--- src/rtl/sync_fifo_flex.sv ---
// Single-clock FIFO with a standard or fall-through read port, occupancy count, almost flags and error pulses.
// Latency: standard mode returns data one cycle after the pop; fall-through shows the head one cycle after the push.
// Backpressure: a push while full is dropped unless a pop is accepted in the same cycle; a pop while empty is dropped; either drop raises a one-cycle error pulse.
module sync_fifo_flex #(
    parameter int DATA_W    = 16,
    parameter int DEPTH     = 8,
    parameter int AW        = $clog2(DEPTH),
    parameter int FWFT      = 0,
    parameter int AFULL_TH  = DEPTH - 1,
    parameter int AEMPTY_TH = 1
) (
    input  logic              clk,
    input  logic              rst_n,
    input  logic              i_flush,
    input  logic              i_push,
    input  logic [DATA_W-1:0] i_data,
    input  logic              i_pop,
    output logic [DATA_W-1:0] o_data,
    output logic              o_valid,
    output logic              o_empty,
    output logic              o_full,
    output logic              o_afull,
    output logic              o_aempty,
    output logic [AW:0]       o_count,
    output logic              o_overflow,
    output logic              o_underflow
);

    localparam logic [AW:0] AFULL_C  = (AW+1)'(AFULL_TH);
    localparam logic [AW:0] AEMPTY_C = (AW+1)'(AEMPTY_TH);
    localparam logic [AW:0] ONE      = (AW+1)'(1);

    logic [DATA_W-1:0] mem_q [DEPTH];
    logic [AW:0]       wr_ptr_q, wr_ptr_d;
    logic [AW:0]       rd_ptr_q, rd_ptr_d;
    logic              ovf_q, ovf_d;
    logic              unf_q, unf_d;

    logic [AW-1:0]     wr_idx, rd_idx;
    logic [AW:0]       count;
    logic              empty, full;
    logic              push_ok, pop_ok;

    // Occupancy and status derived from the registered pointers; the wrap bit separates full from empty.
    always_comb begin
        wr_idx = wr_ptr_q[AW-1:0];
        rd_idx = rd_ptr_q[AW-1:0];
        count  = wr_ptr_q - rd_ptr_q;
        empty  = (wr_ptr_q == rd_ptr_q);
        full   = (wr_ptr_q[AW] != rd_ptr_q[AW]) && (wr_idx == rd_idx);
    end

    // Accept decision; a pop frees the slot a push into a full FIFO needs.
    always_comb begin
        pop_ok  = i_pop & ~empty;
        push_ok = i_push & (~full | pop_ok);
    end

    // Next pointer and error-pulse state; flush clears everything and suppresses error pulses.
    always_comb begin
        wr_ptr_d = wr_ptr_q;
        rd_ptr_d = rd_ptr_q;
        ovf_d    = 1'b0;
        unf_d    = 1'b0;
        if (i_flush) begin
            wr_ptr_d = '0;
            rd_ptr_d = '0;
        end else begin
            if (push_ok) wr_ptr_d = wr_ptr_q + ONE;
            if (pop_ok)  rd_ptr_d = rd_ptr_q + ONE;
            ovf_d = i_push & ~push_ok;
            unf_d = i_pop & ~pop_ok;
        end
    end

    // Control state registers with synchronous active-low reset.
    always_ff @(posedge clk) begin
        if (!rst_n) begin
            wr_ptr_q <= '0;
            rd_ptr_q <= '0;
            ovf_q    <= 1'b0;
            unf_q    <= 1'b0;
        end else begin
            wr_ptr_q <= wr_ptr_d;
            rd_ptr_q <= rd_ptr_d;
            ovf_q    <= ovf_d;
            unf_q    <= unf_d;
        end
    end

    // Storage write; contents are never cleared, reset and flush only block the write.
    always_ff @(posedge clk) begin
        if (rst_n && !i_flush && push_ok) begin
            mem_q[wr_idx] <= i_data;
        end
    end

    // Status outputs straight from registered state.
    always_comb begin
        o_empty     = empty;
        o_full      = full;
        o_count     = count;
        o_afull     = (count >= AFULL_C);
        o_aempty    = (count <= AEMPTY_C);
        o_overflow  = ovf_q;
        o_underflow = unf_q;
    end

    if (FWFT == 0) begin : g_std
        logic [DATA_W-1:0] rdata_q, rdata_d;
        logic              rvld_q, rvld_d;

        // Capture the head on an accepted pop; hold it otherwise, clear on flush.
        always_comb begin
            rdata_d = rdata_q;
            rvld_d  = 1'b0;
            if (i_flush) begin
                rdata_d = '0;
            end else if (pop_ok) begin
                rdata_d = mem_q[rd_idx];
                rvld_d  = 1'b1;
            end
        end

        // Read data register with synchronous active-low reset.
        always_ff @(posedge clk) begin
            if (!rst_n) begin
                rdata_q <= '0;
                rvld_q  <= 1'b0;
            end else begin
                rdata_q <= rdata_d;
                rvld_q  <= rvld_d;
            end
        end

        assign o_data  = rdata_q;
        assign o_valid = rvld_q;
    end else begin : g_fwft
        // Head is always presented; the pop acknowledges it.
        assign o_data  = mem_q[rd_idx];
        assign o_valid = ~empty;
    end

endmodule
--- config.mk ---
export PLATFORM = sky130hd
export DESIGN_NAME = sync_fifo_flex
export DESIGN_NICKNAME = d
export VERILOG_FILES = /design/src/rtl/sync_fifo_flex.sv
export SDC_FILE = /design/constraint.sdc
export NUM_CORES = 1
export LEC_CHECK = 0
export ABC_CLOCK_PERIOD_IN_PS = 4000
export BUFFER_PORTS_ARGS = -buffer_cell sky130_fd_sc_hd__buf_2
export CORE_ASPECT_RATIO = 0.8
export CORE_MARGIN = 2
export CORE_UTILIZATION = 40
export CTS_BUF_LIST = sky130_fd_sc_hd__clkbuf_4
export DETAILED_ROUTE_END_ITERATION = 8
export HOLD_SLACK_MARGIN = 0.06
export SYNTH_ARGS = -nofsm -noshare
export SYNTH_HDL_FRONTEND = slang
export SYNTH_SLANG_ARGS = --single-unit
--- constraint.sdc ---
create_clock -name clk -period 4 [get_ports clk]
set_clock_uncertainty 0.1 [all_clocks]
set_input_delay 0.2 -clock clk [delete_from_list [all_inputs] [get_ports clk]]
set_output_delay 0.2 -clock clk [all_outputs]
set_load 0.005 [all_outputs]
# After elaboration in Yosys (flattened, before gate mapping)

Memories as Yosys holds them, arrays and structs flattened. A register that Yosys moved wholly into a read port is not among the register bits.
Cells that the tools add are included.

Register bits: 11
Bits in writable memories: 128
Bits of input ports: 21
Output and inout port bits: 27
Logic and storage cells: 32
Memories kept: 1

Memories:

| name  | words | width | read ports | clocked after memory_dff | wr ports | line | text |
|---|---|---|---|---|---|---|---|
| mem_q | 8     | 16    | 1          | 1                        | 1        | 33   | `logic [DATA_W-1:0] mem_q [DEPTH];` |

$add $sub $neg: 3
Magnitude comparators: 2
Equal/unequal tests: 3
Muxes and demuxes: 3
Bitwise logic cells: 10
Reduce and logical (&&, ||, !) cells: 5

Operator list:

| cell                                                                                 | count |
|---|---|
| 4-bit by 1-bit adder with 4-bit output (second input constant)                       | 2 |
| 1-bit inverter                                                                       | 5 |
| 1-bit bitwise AND                                                                    | 4 |
| 4-bit equality test                                                                  | 1 |
| 4-bit by 3-bit greater-or-equal comparator with 1-bit output (second input constant) | 1 |
| 4-bit by 1-bit <= comparator with 1-bit output (second input constant)               | 1 |
| 4-bit subtractor                                                                     | 1 |
| 3-bit equality test                                                                  | 1 |
| 1-bit logical AND                                                                    | 3 |
| 1-bit two-way mux                                                                    | 3 |
| 2-bit OR reduction                                                                   | 1 |
| 1-bit zero test                                                                      | 1 |
| 1-bit != test                                                                        | 1 |
| 1-bit bitwise OR                                                                     | 1 |

# Depth between registers and ports, before layout

Depth in word-level cells: 8
Gate-level depth with buffers: 10

# Worst setup path before layout

OpenSTA, ideal clock, no wires.

Path kind: reg2reg
From: register rd_ptr_q[1]
To: memory mem_q[0][0], enable pin
Setup time: 0.409 ns
Arrival time: 3.129 ns
Required time: 3.491 ns
Slack: 0.361 ns
Stages on the path, launching flop included: 10
Path buffers: 3
Path through: dfxtp_1 -> buf_4 -> buf_4 -> buf_4 -> inv_1 -> ha_1 -> nand3_1 -> o31ai_2 -> or3_1 -> nor3_1

Cells in the longest elaborated chain, start to end: 8
Elaborated cells between the ends (all ways): 11

Ends and longest elaborated chain:

| element                                                    | line   | text |
|---|---|---|
| from (decl)                                                | 35     | `logic [AW:0] rd_ptr_q, rd_ptr_d;` |
| from (signal assigned)                                     | 85     | `rd_ptr_q <= rd_ptr_d;` |
| 4-bit equality test or 3-bit equality test (tied branches) | 49, 50 |  |
| 1-bit inverter or 1-bit logical AND (tied branches)        | 55, 50 |  |
| 1-bit bitwise AND or 1-bit inverter (tied branches)        | 55, 56 |  |
| 1-bit bitwise OR (*)                                       | 56     | `push_ok = i_push & (~full \| pop_ok);` |
| 1-bit bitwise AND (*)                                      | 56     |  |
| 1-bit logical AND (*)                                      | 93     | `if (rst_n && !i_flush && push_ok) begin` |
| 1-bit two-way mux (*)                                      | 93     |  |
| 1-bit two-way mux (not written as such) (*)                | 94     | `mem_q[wr_idx] <= i_data;` |
| to (decl)                                                  | 33     |  |

Every way passes the cells marked *; elsewhere a longest branch is shown, timed or not.

# Worst setup path after layout

From: register rd_ptr_q[1]
To: output port o_afull

Cells in the longest elaborated chain, start to end: 2

Ends and longest elaborated chain:

| element                                                      | line | text |
|---|---|---|
| 4-bit subtractor                                             | 48   | `count = wr_ptr_q - rd_ptr_q;` |
| 4-bit by 3-bit greater-or-equal comparator with 1-bit output | 103  | `o_afull = (count >= AFULL_C);` |
| to (decl)                                                    | 22   | `output logic o_afull,` |

No other way between the ends.

==> summary.txt <==
Worst hold path
  • Hold path startpoint: i_data[4]
  • Worst min-delay path class: in2reg

Critical path
  • Critical Path, Cell by Cell: buf_4, fa_1, o32ai_1, buf_2
  • Slowest-stage cell, CP: buf_4
  • CP Data Required Time: 3.70 ns
  • Crit path max fanout: 40
  • Worst Setup Start Kind: flip-flop
  • R2R Path Start: rd_ptr_q[2]$_SDFFE_PP0P_
  • Worst Path Arrival: 2.86 ns
  • CP peak stage delay: 0.66 ns
  • Critical Path Sink Type: output pin
  • Critical path's top delay family: buffers and inverters
  • Setup CP Type: reg2out
  • Worst setup path start: rd_ptr_q[1]$_SDFFE_PP0P_
  • Crit path buf inv count: 2

Synthesis
  • Share of Yosys cell area claimed by the top area cell type: 64.2%
  • Post-synth EDFFs: 128
  • Syn_area_per_cell: 16.5 um2
  • Mapped Area: 5990 um2
  • Synthesized flop and latch total: 155
  • Asr flop ratio synth: 0%
  • Primary FF master, synth: edfxtp_1
  • Netlist cell types: 35
  • Gate Count Post-Synth: 362
  • Seq/Total Area, Yosys: 73.2%
  • Synth warn: 0
  • Post-synthesis cell type with the largest combined area: edfxtp_1
  • Synth top area cells: edfxtp_1, dfxtp_1, mux4_2
  • Syn Nets: 389

Timing
  • FMAX: 316 MHz
  • Worst-Margin Slew: 0.706 ns
  • Min Tclk post-route: 3.16 ns
  • Relative slew slack: 52.9%
  • Slew Limit Fails: 0
  • # setup viols final: 0
  • Hold Fails Final Rpt: 0
  • Setup TNS: 0 ns
  • Hold Slack: 0.396 ns
  • Final period util: 79.0%
  • RSZ-0062 raised after global routing: no

Finish
  • Most frequent cells in the layout: edfxtp_1, buf_2, a21oi_1
  • Commonest non-fill, non-tap cell in the layout: edfxtp_1
  • Antenna diode count: 0
  • Nets: 469
  • Finished Cell Area: 7000 um2
  • Layout area overhead: 17.0%
  • Layout cells sized above 1: 24.2%

Power and ir drop
  • Max VDD drop: 0.195 mV
  • Pwr dens: 421 nW/um2
  • Power Internal: 2.37 mW
  • Combinational share of power: 3.9%
  • NetSw: 580 uW
  • Net Sw Frac: 19.7%
  • Reg power frac: 59.7%
  • Leakage: 2.38 nW
  • Clock power share: 36.4%

Clock network
  • TritonCTS Buffers: 17
  • Resized cells post-CTS: 0
  • H-Tree Depth: 4
  • Clock Tree Root: clkbuf_4
  • CTS tree: done
  • Clock latency reported for the late side of the worst-skew pair: 0.54 ns
  • CTS sink count: 155
  • Clock transition at the registers of the reported paths: 0.12 ns
  • CTS max path bufs: 2

Floorplanning
  • Die H: 113 um
  • Die width: 141 um
  • CORE AREA: 14400 um2
  • Starting Density: 41.4%
  • I/O pin total: 48
  • Die area: 16000 um2
  • Site Rows: 39

Place
  • Port bufs: 47
  • Post-placement cell area: 6450 um2
  • GPL Wtd Cong: 0.791
  • Dpl hpwl: 7.96 mm

Routing
  • Via density: 5.26
  • Routed vias: 3356
  • Routed Antenna Nets: 0
  • DRC Markers: 0
  • Initial DRT Pass Iterations: 4
  • Drt initial violations: 305
  • Final WL: 12.5 mm
  • Wirelength per Cell: 19.6 um

Run
  • Total of max-cap violations: 0

Run status
  • Outcome: complete, no violations

Global routing
  • Largest net degree at the start of global routing: 41
  • Global-route wire length before repair: 19.2 mm
  • Initial antenna violation count: 0
  • Total gr overflow: 0
  • All-Layer GR Usage: 16.7%
  • Vias in the first global route: 3369
flip-flops by register name (all words and copies together) (netlist names):
| register | flops |
|---|---|
| mem_q | 128 |
| o_overflow | 1 |
| o_underflow | 1 |
| o_data | 16 |
| wr_ptr_q | 4 |
| rd_ptr_q | 4 |
| o_valid | 1 |
cell families (layout without fill, tap and decap cells):
logic type / count (synthesis) / after routing / synth area share [%]
compound gates: 77 / 77 / 7.36
flops: 155 / 155 / 73.2
fa+ha+maj: 6 / 6 / 1.38
buf+inv: 29 / 121 / 2.28
mux: 48 / 48 / 11.4
xor+xnor: 6 / 6 / 1.00
simple gates: 41 / 41 / 3.37
through the flow:
step | cells | setup slack [ns] | utilization [%] | total power [mW]
floorplan | 362 | 0.361 | - | 1.84
global placement | 584 | 1.36 | 44.6 | 1.89
detailed placement | 584 | 1.28 | 44.6 | 1.90
CTS | 638 | 0.750 | 48.5 | 2.98
global route | 638 | 0.613 | 48.5 | 3.07
finish | 638 | 0.838 | 48.5 | 2.95
final timing paths:
check	end	slack, ns	cells after the start
worst max-delay path	o_afull	0.84	4
worst min-delay path	mem_q[2][4]$_DFFE_PP_	0.40	2
worst max register to register	mem_q[6][13]$_DFFE_PP_	1.25	8
worst min register to register	wr_ptr_q[0]$_SDFFE_PP0N_	0.45	2
metal layers:
metal	up-vias	global-route usage [%]	routed length [um]
li1	1582	-	-
met1	1671	24.7	6150
met4	0	5.80	48
met3	5	3.78	781
met5	-	0	0
met2	98	24.6	5550
power by group through the flow:
stage / combinational (mW) / clock, mW / sequential (mW)
floorplan: 0.0406 / 0 / 1.80
detailed placement: 0.0993 / 0 / 1.80
CTS: 0.116 / 1.10 / 1.76
finish: 0.114 / 1.07 / 1.76
global route: 0.126 / 1.18 / 1.76
global placement: 0.0964 / 0 / 1.80
what timing repair did:
item	in CTS	in global routing
buffers inserted	0	0
hold buffers	23	0
hold endpoints to repair	153	0
area by class of cell:
class	count	area, um2
Fill cell	1254	7440
Sequential cell	155	4390
Inverter	8	30.0
Tap cell	184	230
Clock inverter	11	178
Timing Repair Buffer	82	556
Multi-Input combinational cell	178	1480
Clock buffer	20	150
Yosys cell counts (2+ instances only):
master	n
edfxtp_1	128
a21oi_1	34
mux2i_1	32
dfxtp_1	27
o21ai_0	18
mux4_2	16
o22ai_1	16
nor2_1	13
inv_1	8
nand2_1	8
buf_2	7
clkbuf_1	7
buf_4	5
ha_1	5
nand3_1	5
nand2b_1	3
o211ai_1	3
xnor2_1	3
and3_1	2
buf_1	2
nor2b_1	2
nor3_1	2
or3_1	2
or4_1	2
xor2_1	2
No activity file was read; power rests on OpenSTA's default activity.
